**config.mk**
```make
export PLATFORM = sky130hd
export DESIGN_NAME = mem_port_arbiter
export DESIGN_NICKNAME = d
export VERILOG_FILES = /design/src/rtl/arb_pkg.sv /design/src/rtl/mem_port_mux.sv /design/src/rtl/mem_port_arbiter.sv
export SDC_FILE = /design/constraint.sdc
export NUM_CORES = 1
export LEC_CHECK = 0
export CORE_AREA = 2 2 202 204
export DETAILED_ROUTE_END_ITERATION = 12
export DIE_AREA = 0 0 204 206
export SETUP_SLACK_MARGIN = 0.1
export SYNTH_ARGS = -nofsm -noshare
export SYNTH_HDL_FRONTEND = slang
export SYNTH_SLANG_ARGS = --single-unit
```
**constraint.sdc**
```tcl
create_clock -name clk -period 1.85 [get_ports clk]
set_input_delay 0.2775 -clock clk [delete_from_list [all_inputs] [get_ports clk]]
set_output_delay 0.2775 -clock clk [all_outputs]
set_load 0.02 [all_outputs]
```
**src/rtl/arb_pkg.sv**
```systemverilog
// Shared types and default widths for the IF/DM memory port arbiter.
// Imported by the arbiter top and the port steering mux.
package arb_pkg;

   localparam int unsigned ADDR_W_DEF     = 64;
   localparam int unsigned DATA_W_DEF     = 64;
   localparam int unsigned MAX_CONSEC_DEF = 4;

   typedef enum logic [1:0] {
      IDLE     = 2'd0,
      SERVE_IF = 2'd1,
      SERVE_DM = 2'd2
   } arb_state_e;

   typedef enum logic {
      OWN_IF = 1'b0,
      OWN_DM = 1'b1
   } owner_e;

   // Owner select is a pure function of the registered state.
   function automatic owner_e owner_of(input arb_state_e state);
      return (state == SERVE_DM) ? OWN_DM : OWN_IF;
   endfunction

endpackage : arb_pkg

```
**src/rtl/mem_port_mux.sv**
```systemverilog
// Bit-sliced 2:1 steering of address, write data and write strobe onto the
// shared memory port. Every output is forced to zero while no access is active.
module mem_port_mux
   import arb_pkg::*;
#(
   parameter int unsigned ADDR_W = ADDR_W_DEF,
   parameter int unsigned DATA_W = DATA_W_DEF
) (
   input  logic              en,
   input  owner_e            sel,
   input  logic [ADDR_W-1:0] if_addr,
   input  logic [ADDR_W-1:0] dm_addr,
   input  logic [DATA_W-1:0] dm_wdata,
   input  logic              dm_we,
   output logic [ADDR_W-1:0] mem_addr,
   output logic [DATA_W-1:0] mem_wdata,
   output logic              mem_we
);

   logic sel_if;
   logic sel_dm;

   assign sel_if = en & (sel == OWN_IF);
   assign sel_dm = en & (sel == OWN_DM);

   for (genvar i = 0; i < ADDR_W; i++) begin : g_addr
      assign mem_addr[i] = (sel_if & if_addr[i]) | (sel_dm & dm_addr[i]);
   end

   // IF never writes, so only the DM leg contributes to write data.
   for (genvar i = 0; i < DATA_W; i++) begin : g_wdata
      assign mem_wdata[i] = sel_dm & dm_wdata[i];
   end

   assign mem_we = sel_dm & dm_we;

endmodule : mem_port_mux

```
**src/rtl/mem_port_arbiter.sv**
```systemverilog
// Shares one memory port between IF (requester 0) and DM (requester 1): DM has
// priority, a consecutive-grant counter bounds IF starvation, rdata is captured per requester.
module mem_port_arbiter
   import arb_pkg::*;
#(
   parameter int unsigned ADDR_W     = ADDR_W_DEF,
   parameter int unsigned DATA_W     = DATA_W_DEF,
   parameter int unsigned MAX_CONSEC = MAX_CONSEC_DEF
) (
   input  logic              clk,
   input  logic              rst_n,
   input  logic              if_req,
   input  logic [ADDR_W-1:0] if_addr,
   output logic              if_done,
   output logic [DATA_W-1:0] if_rdata,
   input  logic              dm_req,
   input  logic              dm_we,
   input  logic [ADDR_W-1:0] dm_addr,
   input  logic [DATA_W-1:0] dm_wdata,
   output logic              dm_done,
   output logic [DATA_W-1:0] dm_rdata,
   output logic              mem_valid,
   output logic              mem_we,
   output logic [ADDR_W-1:0] mem_addr,
   output logic [DATA_W-1:0] mem_wdata,
   input  logic [DATA_W-1:0] mem_rdata,
   input  logic              mem_ready,
   output logic              stall_if,
   output logic              stall_dm
);

   localparam int unsigned      CNT_W   = $clog2(MAX_CONSEC + 1);
   localparam logic [CNT_W-1:0] CNT_MAX = CNT_W'(MAX_CONSEC);
   localparam logic [CNT_W-1:0] CNT_ONE = CNT_W'(1);

   arb_state_e        state_q,      state_d;
   logic [CNT_W-1:0]  consec_cnt_q, consec_cnt_d;
   logic              if_done_q,    if_done_d;
   logic              dm_done_q,    dm_done_d;
   logic [DATA_W-1:0] if_rdata_q,   if_rdata_d;
   logic [DATA_W-1:0] dm_rdata_q,   dm_rdata_d;

   logic              if_starved;

   // IF has waited through MAX_CONSEC DM grants and must win the next tie.
   assign if_starved = if_req && (consec_cnt_q == CNT_MAX);

   always_comb begin
      // NOTE: every signal assigned here gets a default first, so no path leaves one unassigned and no latch is inferred.
      state_d      = state_q;
      consec_cnt_d = consec_cnt_q;
      if_done_d    = 1'b0;
      dm_done_d    = 1'b0;
      if_rdata_d   = if_rdata_q;
      dm_rdata_d   = dm_rdata_q;

      unique case (state_q)
         IDLE: begin
            if (dm_req && !if_starved) begin
               state_d = SERVE_DM;
               if (!if_req) begin
                  consec_cnt_d = '0;
               end else if (consec_cnt_q != CNT_MAX) begin
                  consec_cnt_d = consec_cnt_q + CNT_ONE;
               end
            end else if (if_req) begin
               state_d      = SERVE_IF;
               consec_cnt_d = '0;
            end
         end

         SERVE_IF: begin
            if (mem_ready) begin
               if_rdata_d = mem_rdata;
               if_done_d  = 1'b1;
               state_d    = IDLE;
            end
         end

         // A DM write captures mem_rdata as well; the value is simply unused.
         SERVE_DM: begin
            if (mem_ready) begin
               dm_rdata_d = mem_rdata;
               dm_done_d  = 1'b1;
               state_d    = IDLE;
            end
         end

         default: state_d = IDLE;
      endcase
   end

   always_ff @(posedge clk or negedge rst_n) begin
      if (!rst_n) begin
         state_q      <= IDLE;
         consec_cnt_q <= '0;
         if_done_q    <= 1'b0;
         dm_done_q    <= 1'b0;
         // NOTE: the rdata holding registers are reset too, so both outputs read zero until their first capture.
         if_rdata_q   <= '0;
         dm_rdata_q   <= '0;
      end else begin
         // NOTE: non-blocking assignments so every flop samples the pre-edge value of its neighbours.
         state_q      <= state_d;
         consec_cnt_q <= consec_cnt_d;
         if_done_q    <= if_done_d;
         dm_done_q    <= dm_done_d;
         if_rdata_q   <= if_rdata_d;
         dm_rdata_q   <= dm_rdata_d;
      end
   end

   // Decoded straight from the state flop so an async reset drops it at once.
   assign mem_valid = (state_q != IDLE);

   mem_port_mux #(
      .ADDR_W (ADDR_W),
      .DATA_W (DATA_W)
   ) u_mux (
      .en        (mem_valid),
      .sel       (owner_of(state_q)),
      .if_addr   (if_addr),
      .dm_addr   (dm_addr),
      .dm_wdata  (dm_wdata),
      .dm_we     (dm_we),
      .mem_addr  (mem_addr),
      .mem_wdata (mem_wdata),
      .mem_we    (mem_we)
   );

   assign if_done  = if_done_q;
   assign dm_done  = dm_done_q;
   assign if_rdata = if_rdata_q;
   assign dm_rdata = dm_rdata_q;
   assign stall_if = if_req & ~if_done_q;
   assign stall_dm = dm_req & ~dm_done_q;

endmodule : mem_port_arbiter

```
==> Word-level counts from Yosys, hierarchy flattened <==
Index checks and enable logic that the tools add are counted.
{ "op_classes": {"n_eq_ne": 7, "n_addsub": 1, "n_bitwise": 264, "reduce_logical": 11, "n_mux": 12} }
{ "op_table": {"columns": ["cell", "n"], "rows": [
  ["$and A1 B1 Y1", 197],
  ["$or A1 B1 Y1", 64],
  ["$mux W3", 4],
  ["$mux W2", 3],
  ["$ne A3 B3 Y1 const B", 2],
  ["$reduce_and A2 Y1", 3],
  ["$mux W1", 4],
  ["$pmux W2 S2", 1],
  ["$reduce_bool A2 Y1", 2],
  ["$add A3 B1 Y3 const B", 1],
  ["$eq A3 B3 Y1 const B", 1],
  ["$ne A3 B2 Y1 const B", 1],
  ["$not A1 Y1", 3],
  ["$reduce_and A3 Y1", 1],
  ["$eq A2 B1 Y1 const B", 1],
  ["$eq A2 B2 Y1 const B", 1],
  ["$logic_and A1 B1 Y1", 2],
  ["$logic_not A2 Y1", 1],
  ["$ne A2 B1 Y1 const B", 1],
  ["$reduce_or A2 Y1", 1],
  ["$logic_not A1 Y1", 1]
]} }
{ "totals": {"reg_bits": 135, "elab_cells": 301, "input_bits": 262, "out_inout_bits": 262} }

==> Longest topological paths before layout <==
Gate-level depths: netlist (run 1).
{ "logic_depth": {"ltp_word": 6, "mapped_depth": 7, "depth_no_buf": 5} }

==> Hierarchy <==
From an unflattened synthesis (run 1), not the netlist that was laid out.
{ "hier_totals": {"hier_cells": 535, "hier_area_um2": 7156.9} }
{ "modules_own_cells": {"columns": ["mod", "seq_area_each_um2", "n_inst", "cells_per_inst", "area_per_inst_um2"], "rows": [
  ["mem_port_arbiter", 3378.2, 1, 314, 5547.8],
  ["mem_port_mux", 0.0, 1, 221, 1609.0]
]} }

==> Worst setup path after synthesis (run 1) <==
Ideal clock, no wire load.
{ "synth_path": {"kind": "register -> output", "from": "register state_q[1]", "to": "output mem_addr[32]", "stages_incl_launch_ff": 7, "arrival_time_ns": 1.441, "slack_ns": 0.131, "path_buffers": 1, "required_time_ns": 1.572, "path_cell_list": "dfrtp_1 inv_1 ha_1 buf_2 inv_1 nand2_1 o21ai_0"} }
{ "synth_via": {"word_cells_on_any_way": 9, "classes_between": "1 x eq/ne; 1 x mux; 6 x bitwise; 1 x reduce/logical"} }
{ "synth_rtl": {"columns": ["element", "line", "text"], "rows": [
  ["from (decl)", "mem_port_arbiter.sv:36", "arb_state_e state_q, state_d;"],
  ["from (signal assigned)", "mem_port_arbiter.sv:104", "state_q <= state_d;"],
  ["$reduce_bool A2 Y1 *", "mem_port_arbiter.sv:114", "assign mem_valid = (state_q != IDLE);"],
  ["via mem_valid", "mem_port_arbiter.sv:22", "output logic mem_valid,"],
  ["$and A1 B1 Y1 (on tied branches)", "mem_port_mux.sv:23, mem_port_mux.sv:24", null],
  ["$and A1 B1 Y1", "mem_port_mux.sv:27", "assign mem_addr[i] = (sel_if & if_addr[i]) | (sel_dm & dm_addr[i]);"],
  ["$or A1 B1 Y1 *", "mem_port_mux.sv:27", null],
  ["to (decl)", "mem_port_arbiter.sv:24", "output logic [ADDR_W-1:0] mem_addr,"]
]} }
The timed path passes the listed nets; every way through them passes the cells marked *.

==> Final worst setup path (run 1) <==
{ "layout_path": {"from": "register state_q[1]", "to": "output mem_addr[24]"} }
{ "layout_via": {"elab_chain_cells": 6, "word_cells_on_any_way": 9, "classes_between": "1 x eq/ne; 1 x mux; 6 x bitwise; 1 x reduce/logical"} }
{ "layout_rtl": {"columns": ["element", "line", "text"], "rows": [
  ["$eq A2 B2 Y1", "arb_pkg.sv:22", "return (state == SERVE_DM) ? OWN_DM : OWN_IF;"],
  ["$mux W1", "arb_pkg.sv:22", null],
  ["$not A1 Y1", "mem_port_mux.sv:23", "assign sel_if = en & (sel == OWN_IF);"],
  ["$and A1 B1 Y1", "mem_port_mux.sv:23", null],
  ["$and A1 B1 Y1", "mem_port_mux.sv:27", null],
  ["$or A1 B1 Y1 *", "mem_port_mux.sv:27", null]
]} }
Mark *: on every way between the ends. The rest lies on a longest branch, timed or not.

==> summary.txt, run 1 <==
Routing
  • Via count: 6385
  • DRT antenna net count: 0
  • Drt initial violations: 277
  • Vias per Instance: 4.00
  • Total wire length: 38.7 mm
  • Routed WL per cell: 24.2 um
  • Post-route DRC: 0
  • Router iterations before antenna repair: 5

Setup path
  • Crit Path Max Fanout: 6
  • Reg2Reg Depth: 6
  • FF-to-FF setup slack: 0.14 ns
  • Worst Path Required: 1.57 ns
  • CP arrival: 1.93 ns
  • FF-to-FF Start: state_q[0]
  • Crit start category: flip-flop
  • R2r endpoint: dm_rdata[25]
  • Critical Path Sink Type: output port
  • Setup CP Type: reg2out

Timing
  • Final Hold Violating Endpoints: 0
  • Final Setup Violations: 130
  • Minimum clock period: 2.21 ns
  • Tcrit/Tclk final: 119%
  • RSZ-0062 raised after global routing: yes
  • Slew @ Worst Pin: 0.451 ns
  • Final Slew Violations: 0
  • Final worst slack: -0.357 ns
  • Fmax: 453 MHz
  • Relative slew slack: 69.9%
  • Worst clock skew: 0.00548 ns

Global route
  • Number of global-route vias before repair: 6667
  • Initial antenna violation count: 16
  • Remaining Overflow, GRT: 0
  • GR Util All Layers: 17.2%
  • Global-route wire length before repair: 50.6 mm
  • Pin count of the biggest net entering global routing: 41

Yosys
  • Xor and xnor area share after synthesis: 0%
  • Seq/Total Area, Yosys: 52.6%
  • Gate Count Post-Synth: 468
  • Multiplexer area fraction after synthesis: 25.3%
  • Post-Synthesis Cell Area: 6420 um2
  • Largest family of logic cells by synthesized area: multiplexers
  • Ys Warns: 0
  • Avg Inst Size Synth: 13.7 um2
  • Synthesized flop and latch total: 135
  • Simple-Gate Fraction of Synth Area: 7.66%
  • Synth Area in Compound Gates: 9.61%
  • Library cells used by synthesis: 26
  • Synthesized net count: 735
  • Post-Synth Adder-Cell Area: 0.975%

Floorplan
  • CORE AREA: 40200 um2
  • Die span in x: 204 um
  • Die height: 206 um
  • I/O pins: 524
  • Initial core utilization: 16.0%
  • Die ar.: 42000 um2
  • Row Count: 74

Clocking
  • CTS tree: built
  • Reg clk slew, reported paths: 0.06 ns
  • H-Tree Depth: 4
  • CTS root buffer: clkbuf_16
  • CTS max path bufs: 2
  • Worst-skew pair later-pin latency: 0.43 ns
  • TritonCTS buffer count: 17
  • Sink Count: 135

Placed design
  • Routability cong.: 1.01
  • Placement Cell Area: 12600 um2
  • Buffers on Ports: 523
  • Final HPWL DP: 30.0 mm

Cells and area
  • Fill cells: 3959
  • Storage element area: 3380 um2
  • Nets: 1309
  • Design area: 14200 um2
  • Multi-input logic area: 3050 um2
  • Synthesis-to-finish area growth: 121%
  • Share of layout cells above drive strength 1: 38.0%

Power and ir drop
  • PwrDens: 1840 nW/um2
  • Maximum VDD drop: 0.000872 V
  • Static Leak: 0.00644 uW
  • Power consumption: 26100 uW

Job
  • Max-cap viol count: 0

Min path
  • Hold WC Path Type: in2async

Outcome
  • Failing checks: setup timing
  • Status: complete, but fails checks
-- repair_timing --
action                     4_1_cts  5_1_grt
hold buffers                     1        0
pin swaps                        6        8
hold endpoints to repair        28        0
resized for setup              637       75
buffers inserted                16        5
gates cloned                     6       10
setup endpoints to repair      143      176
-- cell usage after synthesis --
master | instances | area [um2]
a21oi_1 | 1 | 5.00
o311ai_0 | 1 | 8.76
nor2_2 | 1 | 6.26
buf_2 | 20 | 100
nand3_1 | 2 | 10.0
inv_1 | 9 | 33.8
ha_1 | 5 | 62.6
nor2_1 | 1 | 3.75
o32ai_1 | 1 | 8.76
nor2b_1 | 2 | 12.5
mux2_2 | 69 | 777
a22o_1 | 63 | 552
a32o_1 | 1 | 10.0
clkbuf_1 | 9 | 33.8
nand2b_1 | 1 | 6.26
nand4b_1 | 1 | 8.76
a21boi_0 | 1 | 7.51
buf_4 | 1 | 7.51
o21ai_0 | 5 | 25.0
mux2_1 | 10 | 113
nand2_1 | 8 | 30.0
nand3b_1 | 1 | 7.51
and2_1 | 65 | 407
buf_6 | 6 | 67.6
dfrtp_1 | 135 | 3380
mux2_4 | 49 | 736
-- cells by family (layout without fill, tap and decap cells) --
family | Yosys count | in the layout
AOI/OAI and AO/OA | 73 | 73
adders and majority gates | 5 | 5
buffers and inverters | 45 | 632
DFF | 135 | 135
muxes | 128 | 128
other | 0 | 8
and+or+nand+nor | 82 | 82
-- state kept, by name (all words and copies together), names as in the netlist --
signal        count
dm_rdata         64
if_done           1
consec_cnt_q      3
if_rdata         64
dm_done           1
state_q           2
-- cells in the final DEF (no fill, tap or decap), types with 28 or more instances in the layout --
cell type	count
clkdlybuf4s50_1	359
buf_4	37
buf_12	30
and2_4	37
mux2_4	49
a22o_1	52
mux2_2	69
dfrtp_1	135
and2_1	28
buf_6	101
-- report_power, final --
group / leakage, uW / switching [uW] / internal [uW]
Clock: 0.000243 / 1270 / 1690
Combinational: 0.00458 / 8190 / 9700
Sequential: 0.00162 / 813 / 4440
Total: 0.00644 / 10300 / 15800
-- layer usage --
metal	vias up	part of all wire (%)	global-route usage, %
li1	2824	-	-
met1	3170	37	18.3
met2	325	51	29.7
met3	50	10	7.43
met4	16	2.4	7.12
met5	-	0.25	0
-- worst max path at each step --
stage | depth (start not counted) | startpoint | slack [ns] | endpoint
floorplan | 6 | state_q[1] | 0.13 | mem_addr[32]
finish | 6 | state_q[1] | -0.36 | mem_addr[24]
CTS | 8 | state_q[0] | -0.42 | mem_addr[18]
global placement | 5 | state_q[0] | -0.24 | mem_wdata[29]
global route | 6 | state_q[1] | -0.41 | mem_addr[24]
detailed placement | 6 | state_q[0] | -0.27 | mem_addr[11]
-- critical path, cell delays in order (launching register included) --
cell and delay [ns]:
dfrtp_1 0.43, ha_4 0.23, buf_12 0.15, buf_12 0.14, buf_12 0.13, a22o_4 0.25, buf_12 0.14
-- layout make-up --
cell class	instances	area share, %
well taps	532	4.70
clock inverters	10	0.406
repair buffers	591	46.0
clock buffers	22	3.14
flip-flops and latches	135	23.8
diodes	8	0.141
inverters	9	0.256
multi-input cells	288	21.5
-- through the flow --
stage | std cells | utilization [%] | TNS, ns | hold slack (ns) | worst slack, ns
2_1_floorplan | 468 | - | 0 | -0.0181 | 0.131
3_3_place_gp | 1519 | 31.2 | -21.90 | 0.188 | -0.241
3_5_place_dp | 1519 | 31.2 | -25.22 | 0.184 | -0.268
4_1_cts | 1573 | 33.9 | -40.67 | 0.271 | -0.416
5_1_grt | 1591 | 35.2 | -45.15 | 0.304 | -0.409
6_report | 1595 | 35.3 | -36.57 | 0.292 | -0.357
Note: power is estimated with default switching activity, not from simulation.
==> run 2: changes to the inputs <==
- PLACE_DENSITY: unset -> 0.49
==> run 2 against run 1 <==
Effect of this change: the flow still finishes with violations (setup timing); core utilization up 0.54 points; first-iteration DRC count up 14%; largest cell class unchanged; cell count down 0.19%; design area up 1.5%; worst hold slack better by 0.092 ns.
==> summary.txt, run 2 (synthesis results as in run 1) <==
Outcome
  • Status: complete, but fails checks
  • Failing checks: setup timing

Setup path
  • Crit start category: flip-flop
  • Setup CP Type: reg2out
  • Critical Path Sink Type: output port
  • Crit Path Max Fanout: 6
  • CP startpoint: state_q[0]
  • FF-to-FF Start: state_q[0]
  • Setup crit end: mem_addr[1]
  • R2r endpoint: dm_rdata[33]
  • Worst Path Required: 1.57 ns
  • Reg2Reg Depth: 6
  • CP arrival: 1.96 ns
  • FF-to-FF setup slack: -0.05 ns

Floorplan
  • Row Count: 74
  • Die ar.: 42000 um2
  • CORE AREA: 40200 um2
  • Initial core utilization: 16.0%
  • Die span in x: 204 um
  • I/O pins: 524
  • Die height: 206 um

Clocking
  • Sink Count: 135
  • TritonCTS buffer count: 17
  • H-Tree Depth: 4
  • CTS tree: built
  • CTS max path bufs: 2
  • Reg clk slew, reported paths: 0.06 ns
  • Worst-skew pair later-pin latency: 0.42 ns
  • CTS root buffer: clkbuf_16

Cells and area
  • Commonest non-fill, non-tap cells in the layout: 374 x clkdlybuf4s50_1, 135 x dfrtp_1, 95 x buf_6
  • Multi-input logic area: 3150 um2
  • Nets: 1311
  • Storage element area: 3380 um2
  • Fill cells: 3992
  • Synthesis-to-finish area growth: 124%
  • Most common cell after layout, fill and taps aside: clkdlybuf4s50_1
  • Share of layout cells above drive strength 1: 40.4%

Routing
  • Drt initial violations: 316
  • Routed WL per cell: 23.6 um
  • Total wire length: 37.5 mm
  • Via count: 6261
  • Router iterations before antenna repair: 4
  • Post-route DRC: 0
  • DRT antenna net count: 0
  • Vias per Instance: 3.93

Placed design
  • Buffers on Ports: 523
  • Final HPWL DP: 28.7 mm
  • Routability cong.: 0.975
  • Pre-CTS setup slack: -0.289 ns

Power and ir drop
  • Static Leak: 0.00649 uW
  • Power consumption: 26900 uW
  • Maximum VDD drop: 0.000764 V
  • PwrDens: 1870 nW/um2

Timing
  • Relative slew slack: 64.2%
  • Final Slew Violations: 0
  • Post-route setup TNS: -35.51 ns
  • Final Hold Violating Endpoints: 0
  • Minimum clock period: 2.24 ns
  • Final worst slack: -0.386 ns
  • Fmax: 447 MHz
  • RSZ-0062 raised after global routing: yes
  • Worst clock skew: 0.00808 ns
  • Slew @ Worst Pin: 0.536 ns
  • Final Setup Violations: 163
  • Tcrit/Tclk final: 121%

Global route
  • Number of global-route vias before repair: 6652
  • Global-route wire length before repair: 50.1 mm
  • Remaining Overflow, GRT: 0
  • Pin count of the biggest net entering global routing: 52
  • GR Util All Layers: 16.9%
  • Initial antenna violation count: 11

Job
  • Max-cap viol count: 0

Min path
  • Hold WC Path Type: in2async
## run 2: cell types whose count changed in the layout (fill, tap and decap cells not counted), sizes merged
cell,previous run,this run
buf,189,194
bufbuf,0,2
bufinv,0,2
clkbuf,32,23
clkdlybuf4s50,359,374
clkinv,7,4
diode,8,6
dlygate4sd2,12,7
dlymetal6s2s,20,12
## run 2: metrics by stage
stage               utilization, %  hold WS (ns)  area, um2  std cells
floorplan                        -       -0.0181       6420        468
global placement              31.3         0.288      12600       1516
detailed placement            31.3         0.282      12600       1516
CTS                           35.3         0.386      14200       1580
global route                  35.8         0.428      14400       1588
finish                        35.8         0.384      14400       1592
## run 2: critical path, stage by stage (launching register included)
cell,delay (ns)
dfrtp_1,0.39
inv_2,0.12
ha_4,0.21
nor2_4,0.06
buf_12,0.13
buf_12,0.12
buf_12,0.12
a22o_4,0.24
buf_12,0.14
## run 2: final cells by class
| cell class | instances | share of cell area (%) |
|---|---|---|
| Clock buffer | 20 | 3.24 |
| Sequential cell | 135 | 23.5 |
| Inverter | 9 | 0.235 |
| Multi-Input combinational cell | 288 | 21.9 |
| Clock inverter | 9 | 0.713 |
| Timing Repair Buffer | 593 | 45.7 |
| Antenna cell | 6 | 0.104 |
| Tap cell | 532 | 4.63 |
## run 2: timing repair
item / in CTS / in global routing
gates cloned: 14 / 3
setup endpoints to repair: 186 / 206
buffers inserted: 21 / 8
pin swaps: 10 / 11
gates resized for setup: 633 / 36
hold endpoints to repair: 47 / 0
hold buffers: 1 / 0
## run 2: per-layer routing
layer	GRT usage, %	vias up	routed length, um
met5	0	-	81
met2	29.3	315	18800
li1	-	2843	-
met1	18.3	3045	13800
met4	5.98	12	1020
met3	7.44	46	3760
## run 2: how the worst min path moves through the flow
stage / endpoint / slack [ns] / depth (start not counted)
3_5_place_dp: if_rdata[10] / 0.28 / 1
3_3_place_gp: if_rdata[10] / 0.29 / 1
6_report: dm_rdata[7] / 0.38 / 2
4_1_cts: if_rdata[10] / 0.39 / 2
2_1_floorplan: consec_cnt_q[0] / -0.02 / 0
5_1_grt: if_rdata[10] / 0.43 / 2
## run 2: power breakdown
| group | total (uW) | switching (uW) | internal, uW |
|---|---|---|---|
| combinational | 18400 | 8380 | 9970 |
| clock | 3320 | 1260 | 2060 |
| sequential | 5240 | 799 | 4440 |
